## config.mk

```make
export PLATFORM = sky130hd
export DESIGN_NAME = muldiv_sequencer
export DESIGN_NICKNAME = d
export VERILOG_FILES = /design/src/rtl/muldiv_pkg.sv /design/src/rtl/muldiv_step.sv /design/src/rtl/muldiv_sequencer.sv
export SDC_FILE = /design/constraint.sdc
export NUM_CORES = 1
export LEC_CHECK = 0
export CELL_PAD_IN_SITES_DETAIL_PLACEMENT = 1
export CELL_PAD_IN_SITES_GLOBAL_PLACEMENT = 1
export CORE_MARGIN = 10
export CORE_UTILIZATION = 45
export DETAILED_ROUTE_END_ITERATION = 10
export HOLD_SLACK_MARGIN = 0.02
export PLACE_DENSITY = 0.79
export SYNTH_ARGS = -nofsm -noshare
export SYNTH_HDL_FRONTEND = slang
export SYNTH_SLANG_ARGS = --single-unit
export TNS_END_PERCENT = 1
```

## constraint.sdc

```tcl
create_clock -name clk -period 4.68 [get_ports clk]
set_input_delay 1.404 -clock clk [delete_from_list [all_inputs] [get_ports clk]]
set_output_delay 1.404 -clock clk [all_outputs]
set_load 0.01 [all_outputs]
```

## src/rtl/muldiv_pkg.sv

```systemverilog
`default_nettype none
// ============================================================================
// Module   : muldiv_pkg
// Brief    : Shared RV32M funct3 codes, sequencer state encodings and decode helpers.
// Revision : 1.0 - initial release
// ============================================================================
package muldiv_pkg;

    localparam logic [6:0] FUNCT7_MULDIV = 7'b0000001;

    localparam logic [2:0] F3_MUL    = 3'b000;
    localparam logic [2:0] F3_MULH   = 3'b001;
    localparam logic [2:0] F3_MULHSU = 3'b010;
    localparam logic [2:0] F3_MULHU  = 3'b011;
    localparam logic [2:0] F3_DIV    = 3'b100;
    localparam logic [2:0] F3_DIVU   = 3'b101;
    localparam logic [2:0] F3_REM    = 3'b110;
    localparam logic [2:0] F3_REMU   = 3'b111;

    localparam logic [2:0] S_IDLE = 3'd0;
    localparam logic [2:0] S_PREP = 3'd1;
    localparam logic [2:0] S_CALC = 3'd2;
    localparam logic [2:0] S_FIX  = 3'd3;
    localparam logic [2:0] S_DONE = 3'd4;

    function automatic logic is_div(input logic [2:0] f3);
        return f3[2];
    endfunction

    function automatic logic is_rem(input logic [2:0] f3);
        return f3[2] & f3[1];
    endfunction

    function automatic logic a_is_signed(input logic [2:0] f3);
        return (f3 == F3_MULH) || (f3 == F3_MULHSU) || (f3 == F3_DIV) || (f3 == F3_REM);
    endfunction

    function automatic logic b_is_signed(input logic [2:0] f3);
        return (f3 == F3_MULH) || (f3 == F3_DIV) || (f3 == F3_REM);
    endfunction

endpackage
`default_nettype wire

```

## src/rtl/muldiv_step.sv

```systemverilog
`default_nettype none
// ============================================================================
// Module   : muldiv_step
// Brief    : One radix-2 iteration: shift-add multiply or restoring divide.
// Revision : 1.0 - initial release
// ============================================================================
module muldiv_step #(
    parameter int XLEN = 32
) (
    input  logic              mode,
    input  logic [2*XLEN-1:0] acc,
    input  logic [XLEN-1:0]   operand,
    output logic [2*XLEN-1:0] acc_next,
    output logic              qbit
);
    logic [XLEN:0] w_mul_sum;
    logic [XLEN:0] w_div_rem;
    logic [XLEN:0] w_div_diff;

    // Multiply: acc = {product high, remaining multiplier bits}.
    // Divide:   acc = {partial remainder, dividend bits then quotient bits};
    // the quotient bit slot is left zero and merged by the caller from qbit.
    always_comb begin
        w_mul_sum  = {1'b0, acc[2*XLEN-1:XLEN]} + (acc[0] ? {1'b0, operand} : '0);
        w_div_rem  = acc[2*XLEN-1:XLEN-1];
        w_div_diff = w_div_rem - {1'b0, operand};
        qbit       = 1'b0;
        acc_next   = {w_mul_sum, acc[XLEN-1:1]};
        if (mode) begin
            qbit     = ~w_div_diff[XLEN];
            acc_next = qbit ? {w_div_diff[XLEN-1:0], acc[XLEN-2:0], 1'b0}
                            : {w_div_rem[XLEN-1:0],  acc[XLEN-2:0], 1'b0};
        end
    end

endmodule
`default_nettype wire

```

## src/rtl/muldiv_sequencer.sv

```systemverilog
`default_nettype none
// ============================================================================
// Module   : muldiv_sequencer
// Brief    : Multi-cycle RV32M multiply/divide sequencer with busy stall and done pulse.
// Revision : 1.0 - initial release
// ============================================================================
module muldiv_sequencer
    import muldiv_pkg::*;
#(
    parameter int XLEN  = 32,
    parameter int CNT_W = $clog2(XLEN) + 1
) (
    input  logic            clk,
    input  logic            reset,
    input  logic            start,
    input  logic            flush,
    input  logic [2:0]      funct3,
    input  logic [XLEN-1:0] op_a,
    input  logic [XLEN-1:0] op_b,
    output logic            busy,
    output logic            done,
    output logic [XLEN-1:0] result
);
    localparam logic [CNT_W-1:0] c_iters   = CNT_W'(XLEN);
    localparam logic [XLEN-1:0]  c_int_min = {1'b1, {(XLEN-1){1'b0}}};

    logic [2:0]        r_state;
    logic [CNT_W-1:0]  r_counter;
    logic [2:0]        r_funct3;
    logic [XLEN-1:0]   r_op_a;
    logic [XLEN-1:0]   r_op_b;
    logic              r_sign_a;
    logic              r_sign_b;
    logic [2*XLEN-1:0] r_acc;
    logic [XLEN-1:0]   r_operand;
    logic              r_busy;
    logic              r_done;
    logic [XLEN-1:0]   r_result;

    logic              w_sa;
    logic              w_sb;
    logic [XLEN-1:0]   w_abs_a;
    logic [XLEN-1:0]   w_abs_b;
    logic              w_special;
    logic [XLEN-1:0]   w_special_res;
    logic [2*XLEN-1:0] w_step_acc;
    logic              w_step_q;
    logic [2*XLEN-1:0] w_prod;
    logic [XLEN-1:0]   w_quot;
    logic [XLEN-1:0]   w_rem;
    logic [XLEN-1:0]   w_fix_res;

    assign busy   = r_busy;
    assign done   = r_done;
    assign result = r_result;

    muldiv_step #(.XLEN(XLEN)) u_step (
        .mode     (is_div(r_funct3)),
        .acc      (r_acc),
        .operand  (r_operand),
        .acc_next (w_step_acc),
        .qbit     (w_step_q)
    );

    always_comb begin
        w_sa          = a_is_signed(r_funct3) & r_op_a[XLEN-1];
        w_sb          = b_is_signed(r_funct3) & r_op_b[XLEN-1];
        w_abs_a       = w_sa ? -r_op_a : r_op_a;
        w_abs_b       = w_sb ? -r_op_b : r_op_b;
        w_special     = 1'b0;
        w_special_res = '0;
        if (is_div(r_funct3)) begin
            if (r_op_b == '0) begin
                w_special     = 1'b1;
                w_special_res = is_rem(r_funct3) ? r_op_a : '1;
            end else if (b_is_signed(r_funct3) && r_op_a == c_int_min && r_op_b == '1) begin
                w_special     = 1'b1;
                w_special_res = is_rem(r_funct3) ? '0 : c_int_min;
            end
        end
    end

    // Sign correction: quotient and product follow sign_a^sign_b, remainder follows the dividend.
    always_comb begin
        w_prod    = (r_sign_a ^ r_sign_b) ? -r_acc : r_acc;
        w_quot    = (r_sign_a ^ r_sign_b) ? -r_acc[XLEN-1:0] : r_acc[XLEN-1:0];
        w_rem     = r_sign_a ? -r_acc[2*XLEN-1:XLEN] : r_acc[2*XLEN-1:XLEN];
        w_fix_res = w_prod[2*XLEN-1:XLEN];
        case (r_funct3)
            F3_MUL:           w_fix_res = w_prod[XLEN-1:0];
            F3_DIV, F3_DIVU:  w_fix_res = w_quot;
            F3_REM, F3_REMU:  w_fix_res = w_rem;
            default:          w_fix_res = w_prod[2*XLEN-1:XLEN];
        endcase
    end

    always_ff @(posedge clk) begin
        if (reset) begin
            r_state   <= S_IDLE;
            r_counter <= '0;
            r_funct3  <= '0;
            r_op_a    <= '0;
            r_op_b    <= '0;
            r_sign_a  <= 1'b0;
            r_sign_b  <= 1'b0;
            r_acc     <= '0;
            r_operand <= '0;
            r_busy    <= 1'b0;
            r_done    <= 1'b0;
            r_result  <= '0;
        end else if (flush && r_state != S_IDLE) begin
            r_state <= S_IDLE;
            r_busy  <= 1'b0;
            r_done  <= 1'b0;
        end else begin
            case (r_state)
                S_IDLE: begin
                    if (start) begin
                        r_funct3 <= funct3;
                        r_op_a   <= op_a;
                        r_op_b   <= op_b;
                        r_busy   <= 1'b1;
                        r_state  <= S_PREP;
                    end
                end
                S_PREP: begin
                    r_sign_a  <= w_sa;
                    r_sign_b  <= w_sb;
                    r_counter <= c_iters;
                    if (is_div(r_funct3)) begin
                        r_acc     <= {{XLEN{1'b0}}, w_abs_a};
                        r_operand <= w_abs_b;
                    end else begin
                        r_acc     <= {{XLEN{1'b0}}, w_abs_b};
                        r_operand <= w_abs_a;
                    end
                    if (w_special) begin
                        r_result <= w_special_res;
                        r_done   <= 1'b1;
                        r_state  <= S_DONE;
                    end else begin
                        r_state  <= S_CALC;
                    end
                end
                S_CALC: begin
                    r_acc     <= w_step_acc | {{(2*XLEN-1){1'b0}}, w_step_q};
                    r_counter <= r_counter - CNT_W'(1);
                    if (r_counter == CNT_W'(1)) begin
                        r_state <= S_FIX;
                    end
                end
                S_FIX: begin
                    r_result <= w_fix_res;
                    r_done   <= 1'b1;
                    r_state  <= S_DONE;
                end
                S_DONE: begin
                    r_done  <= 1'b0;
                    r_busy  <= 1'b0;
                    r_state <= S_IDLE;
                end
                default: begin
                    r_done  <= 1'b0;
                    r_busy  <= 1'b0;
                    r_state <= S_IDLE;
                end
            endcase
        end
    end

endmodule
`default_nettype wire

```

---- Word-level counts from Yosys, hierarchy flattened ----
Index checks and enable logic that the tools add are counted.
word-level totals
  register bits after elaboration ......... 208
  output and inout port bits .............. 34
  input port bits ......................... 71
cells by class
  $add $sub $neg .......................... 8
  eq/ne operators ......................... 15
  reductions and logical operators ........ 26
  bitwise operators ....................... 9
  muxes and demuxes ....................... 32
operator list
  kind                                                  number
  2-to-1 mux 32 bit                                     13
  2-to-1 mux 64 bit                                     3
  negation 32 bit                                       4
  case mux 64 bit (2 select lines)                      1
  case mux 32 bit (3 select lines)                      1
  equality test 32 bit (second input constant)          2
  negation 64 bit                                       1
  OR 64 x 1 -> 64 bit                                   1
  case mux 32 bit (2 select lines)                      1
  adder 32 x 33 -> 33 bit                               1
  subtractor 33 x 32 -> 33 bit                          1
  zero test 32 bit                                      1
  equality test 3 bit (second input constant)           4
  case mux 3 bit (4 select lines)                       1
  case mux 6 bit (2 select lines)                       1
  AND reduction 2 bit                                   5
  equality test 3 x 2 -> 1 bit (second input constant)  3
  2-to-1 mux 3 bit                                      3
  OR reduction 2 bit                                    4
  equality test 3 x 1 -> 1 bit (second input constant)  2
  equality test 6 x 1 -> 1 bit (second input constant)  1
  zero test 3 bit                                       2
  2-to-1 mux 1 bit                                      6
  != test 2 bit (second input constant)                 3
  12 further kinds                                      25

---- Longest topological paths before layout ----
Gate-level depths: netlist of run 1.
  depth in word-level cells ............... 10
  mapped depth ............................ 14
  mapped depth without buffers ............ 13

---- Modules after synthesis ----
A second synthesis of run 1 with hierarchy kept.
unflattened totals
  cells, all modules ...................... 2,444
  area, all modules ....................... 17,653.2 µm²
by module, submodules not included
  module            seq. area each (µm²)  instances  cells each  area an instance (µm²)
  muldiv_sequencer  4,164.0               1          1,784       13,043.8
  muldiv_step       0.0                   1          660         4,609.4

---- Worst setup path after synthesis of run 1 ----
OpenSTA, ideal clock, no wires.
  kind .................................... register to register
  from .................................... register r_acc[46]
  to ...................................... register r_acc[45]
  setup time .............................. 0.095 ns
  setup slack ............................. 1.364 ns
  arrival ................................. 3.221 ns
  buffers on the path ..................... 2
  stages on the path, launching flop included .. 13
  cell sequence ........................... dfxtp_1 -> ha_1 -> clkbuf_1 -> a211oi_1 -> o211ai_1 -> a221oi_1 -> nor2b_1 -> o31a_1 -> o211a_1 -> nor3_2 -> buf_2 -> nand2_1 -> a221oi_1
on the way
  longest elaborated chain between the ends .. 5
  elaborated cells on any way between the ends .. 6
  classes of those cells .................. add/sub: 2; mux: 3; bitwise: 1
RTL lines
  element                             line                     text
  start, declared                     muldiv_sequencer.sv:34   logic [2*XLEN-1:0] r_acc;
  start signal, assigned              muldiv_sequencer.sv:131  r_acc <= {{XLEN{1'b0}}, w_abs_a};
  start signal, assigned              muldiv_sequencer.sv:134  r_acc <= {{XLEN{1'b0}}, w_abs_b};
  start signal, assigned              muldiv_sequencer.sv:146  r_acc <= w_step_acc | {{(2*XLEN-1){1'b0}}, w_step_q};
  subtractor 33 x 32 -> 33 bit        muldiv_step.sv:26        w_div_diff = w_div_rem - {1'b0, operand};
  2-to-1 mux 64 bit                   muldiv_step.sv:31        acc_next = qbit ? {w_div_diff[XLEN-1:0], acc[XLEN-2:0], 1'b0}
  2-to-1 mux 64 bit *                 muldiv_step.sv:29        if (mode) begin
  OR 64 x 1 -> 64 bit *               muldiv_sequencer.sv:146
  case mux 64 bit (2 select lines) *  muldiv_sequencer.sv:116  case (r_state)
Mark *: on every way between the ends. The rest lies on a longest branch, timed or not.
A chain may end at the register's enable or synchronous reset.

---- Worst setup path after layout of run 1 ----
  from .................................... register r_acc[31]
  to ...................................... register r_acc[37]
on the way
  longest elaborated chain between the ends .. 5
RTL lines
  element                           line
  subtractor 33 x 32 -> 33 bit      muldiv_step.sv:26
  2-to-1 mux 64 bit                 muldiv_step.sv:31
  2-to-1 mux 64 bit                 muldiv_step.sv:29
  OR 64 x 1 -> 64 bit               muldiv_sequencer.sv:146
  case mux 64 bit (2 select lines)  muldiv_sequencer.sv:116
No other way between the ends.

==> impl_metrics.json, run 1 <==
{
  "dieWidth_um": 214,
  "syn_area_per_cell_sq_um": 7.17,
  "drt_iter0_markers": 1583,
  "start_kind": "register",
  "synth_compound_area_share_pct": 28.6,
  "cp_cell_sequence": "inv_1 -> ha_1 -> fa_1 -> nand2b_1 -> a21oi_1 -> o21ai_0 -> a21oi_1 -> o31a_1 -> nor4_1 -> nor3_4 -> buf_12 -> buf_4 -> mux2i_1 -> o21ai_0",
  "ir_worst_vdd_mv": 0.287,
  "io_pins": 105,
  "synthArstFlopShare_pct": 0,
  "grt-ovfl-total": 0,
  "ctsHoldBuffers": 0,
  "synth_xor_area_share_pct": 10.0,
  "cpMaxStageDelayCell": "nor3_4",
  "coreArea_sq_mm": 0.0368,
  "yosysUniqueCellTypes": 76,
  "whs_ps": 451,
  "drtAntennaViolNets": 0,
  "cts_setup_buffers": 0,
  "hpwl_mm": 56.8,
  "grt_max_degree": 65,
  "fin_skew_ps": 23.8,
  "layout_commonest_cell": "nand2_1",
  "finalMaxSlewViolations": 0,
  "maxCapViolations": 0,
  "synthAdderAreaFrac_pct": 5.50,
  "cts.path.max_buffers": 3,
  "cp_max_fo": 20,
  "die_h_um": 214,
  "placed_cells": 2814,
  "p_per_area_mw_per_mm2": 283,
  "synth_edf_count": 0,
  "rows": 70,
  "crit_arrival_ps": 4530,
  "antenna_cells": 0,
  "max_slew_margin_pct": 26.7,
  "synth_top_family_by_area": "compound AO/OA/AOI/OAI gates",
  "cts_resized": 0,
  "path_clk_slew_ps": 60,
  "wl_per_cell_um": 25.7,
  "cts_tree": "done",
  "hold_violations": 0,
  "synth-seq-cells": 208,
  "crit_family": "compound AO/OA/AOI/OAI gates",
  "portBuffers": 104,
  "initial_utilization_pct": 45.9,
  "seq_area_frac_synth_pct": 24.7,
  "synth_flop_cell": "dfxtp_1",
  "dieArea_sq_mm": 0.0457,
  "clkSinkCount": 208,
  "drt-pass1-iter-count": 7,
  "drcViolationCount": 0,
  "insertion_delay_ps": 580,
  "layout_common_cells": "nand2_1, nor2_1, a21oi_1, dfxtp_1, o21ai_0",
  "antenna_found_initial": 1,
  "syn_nets": 2500,
  "layout.cells.non_filler": 2860,
  "multiInputGateArea_sq_mm": 0.0118,
  "nets": 2518,
  "yosys.area_share.simple_pct": 22.7,
  "period_minus_slack_ps": 4140,
  "slowest_delay_ps": 510,
  "synthMuxAreaShare_pct": 2.96,
  "synth_area_sq_mm": 0.0169,
  "critPathCaptureType": "register",
  "status": "finished, final reports clean",
  "cts-root-buf": "clkbuf_16",
  "vias_per_cell": 6.39,
  "h-tree-depth": 1,
  "fillers": 4676,
  "fmax_mhz": 242,
  "syn2layout_area_growth_pct": 13.7,
  "rsz0062_at_grt": "no",
  "wl_mm": 73.6,
  "cp_data_required_time_ps": 5070,
  "crit_buf_inv": 3,
  "netlist_instances": 2356,
  "grt_pass1_wl_mm": 112,
  "numCtsBuffers": 26,
  "worst_pin_slew_ps": 1100,
  "yosysWarnings": 0,
  "place_congestion": 0.997,
  "num_vias": 18300,
  "track_usage_pct": 31.5,
  "worstHoldPathType": "reg -> reg",
  "regArea_sq_mm": 0.00417,
  "grt_pass1_vias": 18600,
  "layout-drive-gt1-share_pct": 6.69,
  "worstSetupPathType": "reg -> reg",
  "tns_ps": 0,
  "setup_viol": 0,
  "p_leak_uw": 0.00741,
  "post-route-period-util_pct": 88.5
}
-- tightest hold or removal path, delay by kind of cell, from the launching register on --
kind	cells	cell delay (ps)
simple gates	1	50
compound gates	1	50
flops	1	310
-- stage by stage --
step / worst slack, ps / total power [uW] / instance area (sq um) / utilization [%]
floorplan: 1360 / 2840 / 16900 / -
global placement: 760 / 3340 / 18300 / 49.9
detailed placement: 619 / 3360 / 18300 / 49.9
CTS: 594 / 5420 / 19200 / 52.2
global route: 317 / 5630 / 19200 / 52.2
finish: 540 / 5430 / 19200 / 52.2
-- power breakdown --
group / internal, uW / total, uW / switching [uW]
clock: 1200 / 2070 / 874
combinational: 509 / 1390 / 886
sequential: 1840 / 1960 / 122
-- worst paths after layout --
kind,start,to,slack [ps],depth (start not counted)
max,r_acc[31],r_acc[37],540,14
min,r_operand[4],r_operand[4],450,2
max reg2reg,r_acc[31],r_acc[37],540,14
min reg2reg,r_operand[4],r_operand[4],450,2
-- cell type report --
cell class              instances  area share, %
multi-input cells            1908           61.7
flip-flops and latches        208           21.7
repair buffers                164           7.84
clock buffers                  36           3.79
well taps                     468           3.05
inverters                      66           1.29
clock inverters                10          0.665
-- logic make-up after synthesis --
group,after synthesis
compound gates,748
xor+xnor,193
fa+ha+maj,73
buf+inv,240
flops,208
mux,41
simple gates,853
-- synthesized netlist by cell type, types with 6 or more instances --
master / instances / area (sq um)
a211oi_1: 27 / 203
a21o_1: 26 / 195
a21oi_1: 245 / 1230
a221o_1: 6 / 60.1
a221oi_1: 7 / 61.3
a22oi_1: 22 / 165
a311oi_1: 7 / 61.3
a311oi_2: 19 / 285
a31oi_1: 20 / 125
a32oi_1: 9 / 78.8
and2_1: 10 / 62.6
and3_1: 11 / 68.8
buf_1: 20 / 75.1
clkbuf_1: 146 / 548
dfxtp_1: 208 / 4160
ha_1: 71 / 888
inv_1: 65 / 244
mux2i_1: 32 / 320
mux4_2: 7 / 158
nand2_1: 329 / 1230
nand2b_1: 18 / 113
nand3_1: 29 / 145
nand4_1: 18 / 113
nor2_1: 255 / 957
nor2b_1: 15 / 93.8
nor3_1: 67 / 335
nor4_1: 29 / 181
o211ai_1: 41 / 308
o21a_1: 18 / 135
o21ai_0: 164 / 821
o21ai_1: 7 / 35.0
o21bai_1: 12 / 90.1
o221ai_1: 8 / 70.1
o22ai_1: 17 / 106
o31a_1: 8 / 70.1
o31ai_1: 27 / 203
o41ai_1: 18 / 158
or2_2: 7 / 43.8
or3_1: 28 / 175
or4_1: 15 / 113
xnor2_1: 108 / 946
xor2_1: 85 / 744
-- flip-flops by register name, indices dropped and copies added, names as in the netlist --
name       cells
r_acc         64
r_op_a        32
r_op_b        32
r_operand     32
result        32
r_counter      6
r_funct3       3
r_state        3
busy           1
done           1
r_sign_a       1
r_sign_b       1
-- per-layer routing --
layer	share of wire (%)	GRT usage, %
met1	42	39.1
met2	46	51.3
met3	6.0	4.88
met4	6.2	17.7
met5	0	0
No activity file was read; power rests on OpenSTA's default activity.
==> run 2: changes to the inputs <==
PLACE_DENSITY = unset   (was 0.79)
PLACE_DENSITY_LB_ADDON = 0.05   (was unset)
==> run 2 against run 1 <==
Non-clock buffer count rose by 10. Sequential share of layout area shrank 0.15 points. Die area is the same. Hold slack improved by 4.1 ps. Largest cell class unchanged. Largest power group unchanged.
==> impl_metrics.json, run 2 (synthesis gave the netlist of run 1 again) <==
{
  "hold_violations": 0,
  "io_pins": 105,
  "cts_resized": 0,
  "cts_setup_buffers": 0,
  "grt-ovfl-total": 0,
  "wl_mm": 76.0,
  "cp_max_fo": 8,
  "worstHoldPathType": "reg -> reg",
  "start_kind": "register",
  "numCtsBuffers": 26,
  "path_clk_slew_ps": 60,
  "insertion_delay_ps": 560,
  "dieWidth_um": 214,
  "drcViolationCount": 0,
  "antenna_found_initial": 0,
  "initial_utilization_pct": 45.9,
  "tns_ps": 0,
  "wl_met1_mm": 31.4,
  "drtAntennaViolNets": 0,
  "hpwl_mm": 58.0,
  "drt_iter0_markers": 1646,
  "num_vias": 18700,
  "h-tree-depth": 1,
  "place_congestion": 1.01,
  "drt-pass1-iter-count": 8,
  "track_usage_pct": 32.5,
  "cts-root-buf": "clkbuf_16",
  "wl_met2_mm": 34.5,
  "vias_per_cell": 6.50,
  "fmax_mhz": 223,
  "maxCapViolations": 0,
  "syn2layout_area_growth_pct": 14.5,
  "cts.path.max_buffers": 3,
  "whs_ps": 455,
  "post-route-period-util_pct": 95.6,
  "stdcell_area_sq_mm": 0.0193,
  "worstSetupPathType": "reg -> reg",
  "coreArea_sq_mm": 0.0368,
  "clkSinkCount": 208,
  "grt_pass1_wl_mm": 115,
  "layout-drive-gt1-share_pct": 7.24,
  "regMostFlops": "r_acc",
  "die_h_um": 214,
  "largest_reg_flops": 64,
  "placed_cell_area_sq_mm": 0.0184,
  "nets": 2528,
  "status": "finished, final reports clean",
  "met3_wirelength_mm": 5.12,
  "setup_viol": 0,
  "ir_worst_vdd_mv": 0.238,
  "max_slew_margin_pct": 31.3,
  "period_minus_slack_ps": 4480,
  "layout_commonest_cell": "nand2_1",
  "rsz0062_at_grt": "no",
  "p_per_area_mw_per_mm2": 288,
  "rows": 70,
  "portBuffers": 104,
  "grt_max_degree": 74,
  "grt_pass1_vias": 18900,
  "ctsHoldBuffers": 0,
  "crit_arrival_ps": 4890,
  "finalMaxSlewViolations": 0,
  "fin_skew_ps": 18.6,
  "worst_pin_slew_ps": 1030,
  "dieArea_sq_mm": 0.0457,
  "cp_data_required_time_ps": 5090,
  "p_leak_uw": 0.00749,
  "critPathCaptureType": "register",
  "wl_per_cell_um": 26.5,
  "cts_tree": "done",
  "layout_common_cells": "nand2_1, nor2_1, a21oi_1, dfxtp_1, o21ai_0",
  "highest_layer": "met4"
}
[run 2: final cells by class]
cell class,count,area [sq um]
fillers,4702,17500
multi-input cells,1908,11800
flip-flops and latches,208,4170
repair buffers,174,1580
clock buffers,35,756
well taps,468,586
inverters,66,248
clock inverters,12,164
diodes,1,2.50
[run 2: routing by layer]
metal	up-vias	track usage (%)
met5	-	0
li1	8510	-
met3	196	4.48
met2	765	53.0
met4	0	19.5
met1	9184	40.2
[run 2: final timing paths]
kind	from	slack, ps	cells past startpoint	endpoint
setup reg to reg	r_acc[32]	200	13	result[16]
hold reg to reg	result[30]	450	2	result[30]
hold / removal	result[30]	450	2	result[30]
setup / recovery	r_acc[32]	200	13	result[16]
[run 2: power breakdown]
part / switching (uW) / total, uW / internal, uW / leakage, uW
clock network: 854 / 2200 / 1350 / 0.000460
logic: 884 / 1390 / 508 / 0.00534
registers: 130 / 1970 / 1840 / 0.00169
total: 1870 / 5560 / 3690 / 0.00749
[run 2: metrics by stage]
step	cells	util, %	setup slack (ps)	power [uW]
2_1_floorplan	2356	-	1360	2840
3_3_place_gp	2824	50.0	712	3330
3_5_place_dp	2824	50.0	600	3350
4_1_cts	2871	52.5	529	5560
5_1_grt	2871	52.5	89.2	5780
6_report	2872	52.5	204	5560
[run 2: critical path, stage by stage (launching register included)]
cell,delay [ps]
dfxtp_1,470
inv_1,240
ha_1,320
nor3b_1,270
buf_4,200
nand4_1,280
nor3_1,830
a31oi_1,200
xor2_1,180
a222oi_1,750
buf_4,260
o21ai_0,130
nor2_1,130
nor3_1,60
==> run 3: changes to the inputs <==
==> constraint.sdc (replaced) <==
create_clock -name clk -period 4.68 [get_ports clk]
set_input_delay 1.404 -clock clk [delete_from_list [all_inputs] [get_ports clk]]
set_output_delay 1.404 -clock clk [all_outputs]
set_load 0.05 [all_outputs]
==> results of run 3 <==
Same layout as run 2 (identical final DEF). Status: finished, final reports clean.
Main changes from that run: total power 5560 uW -> 5570 uW
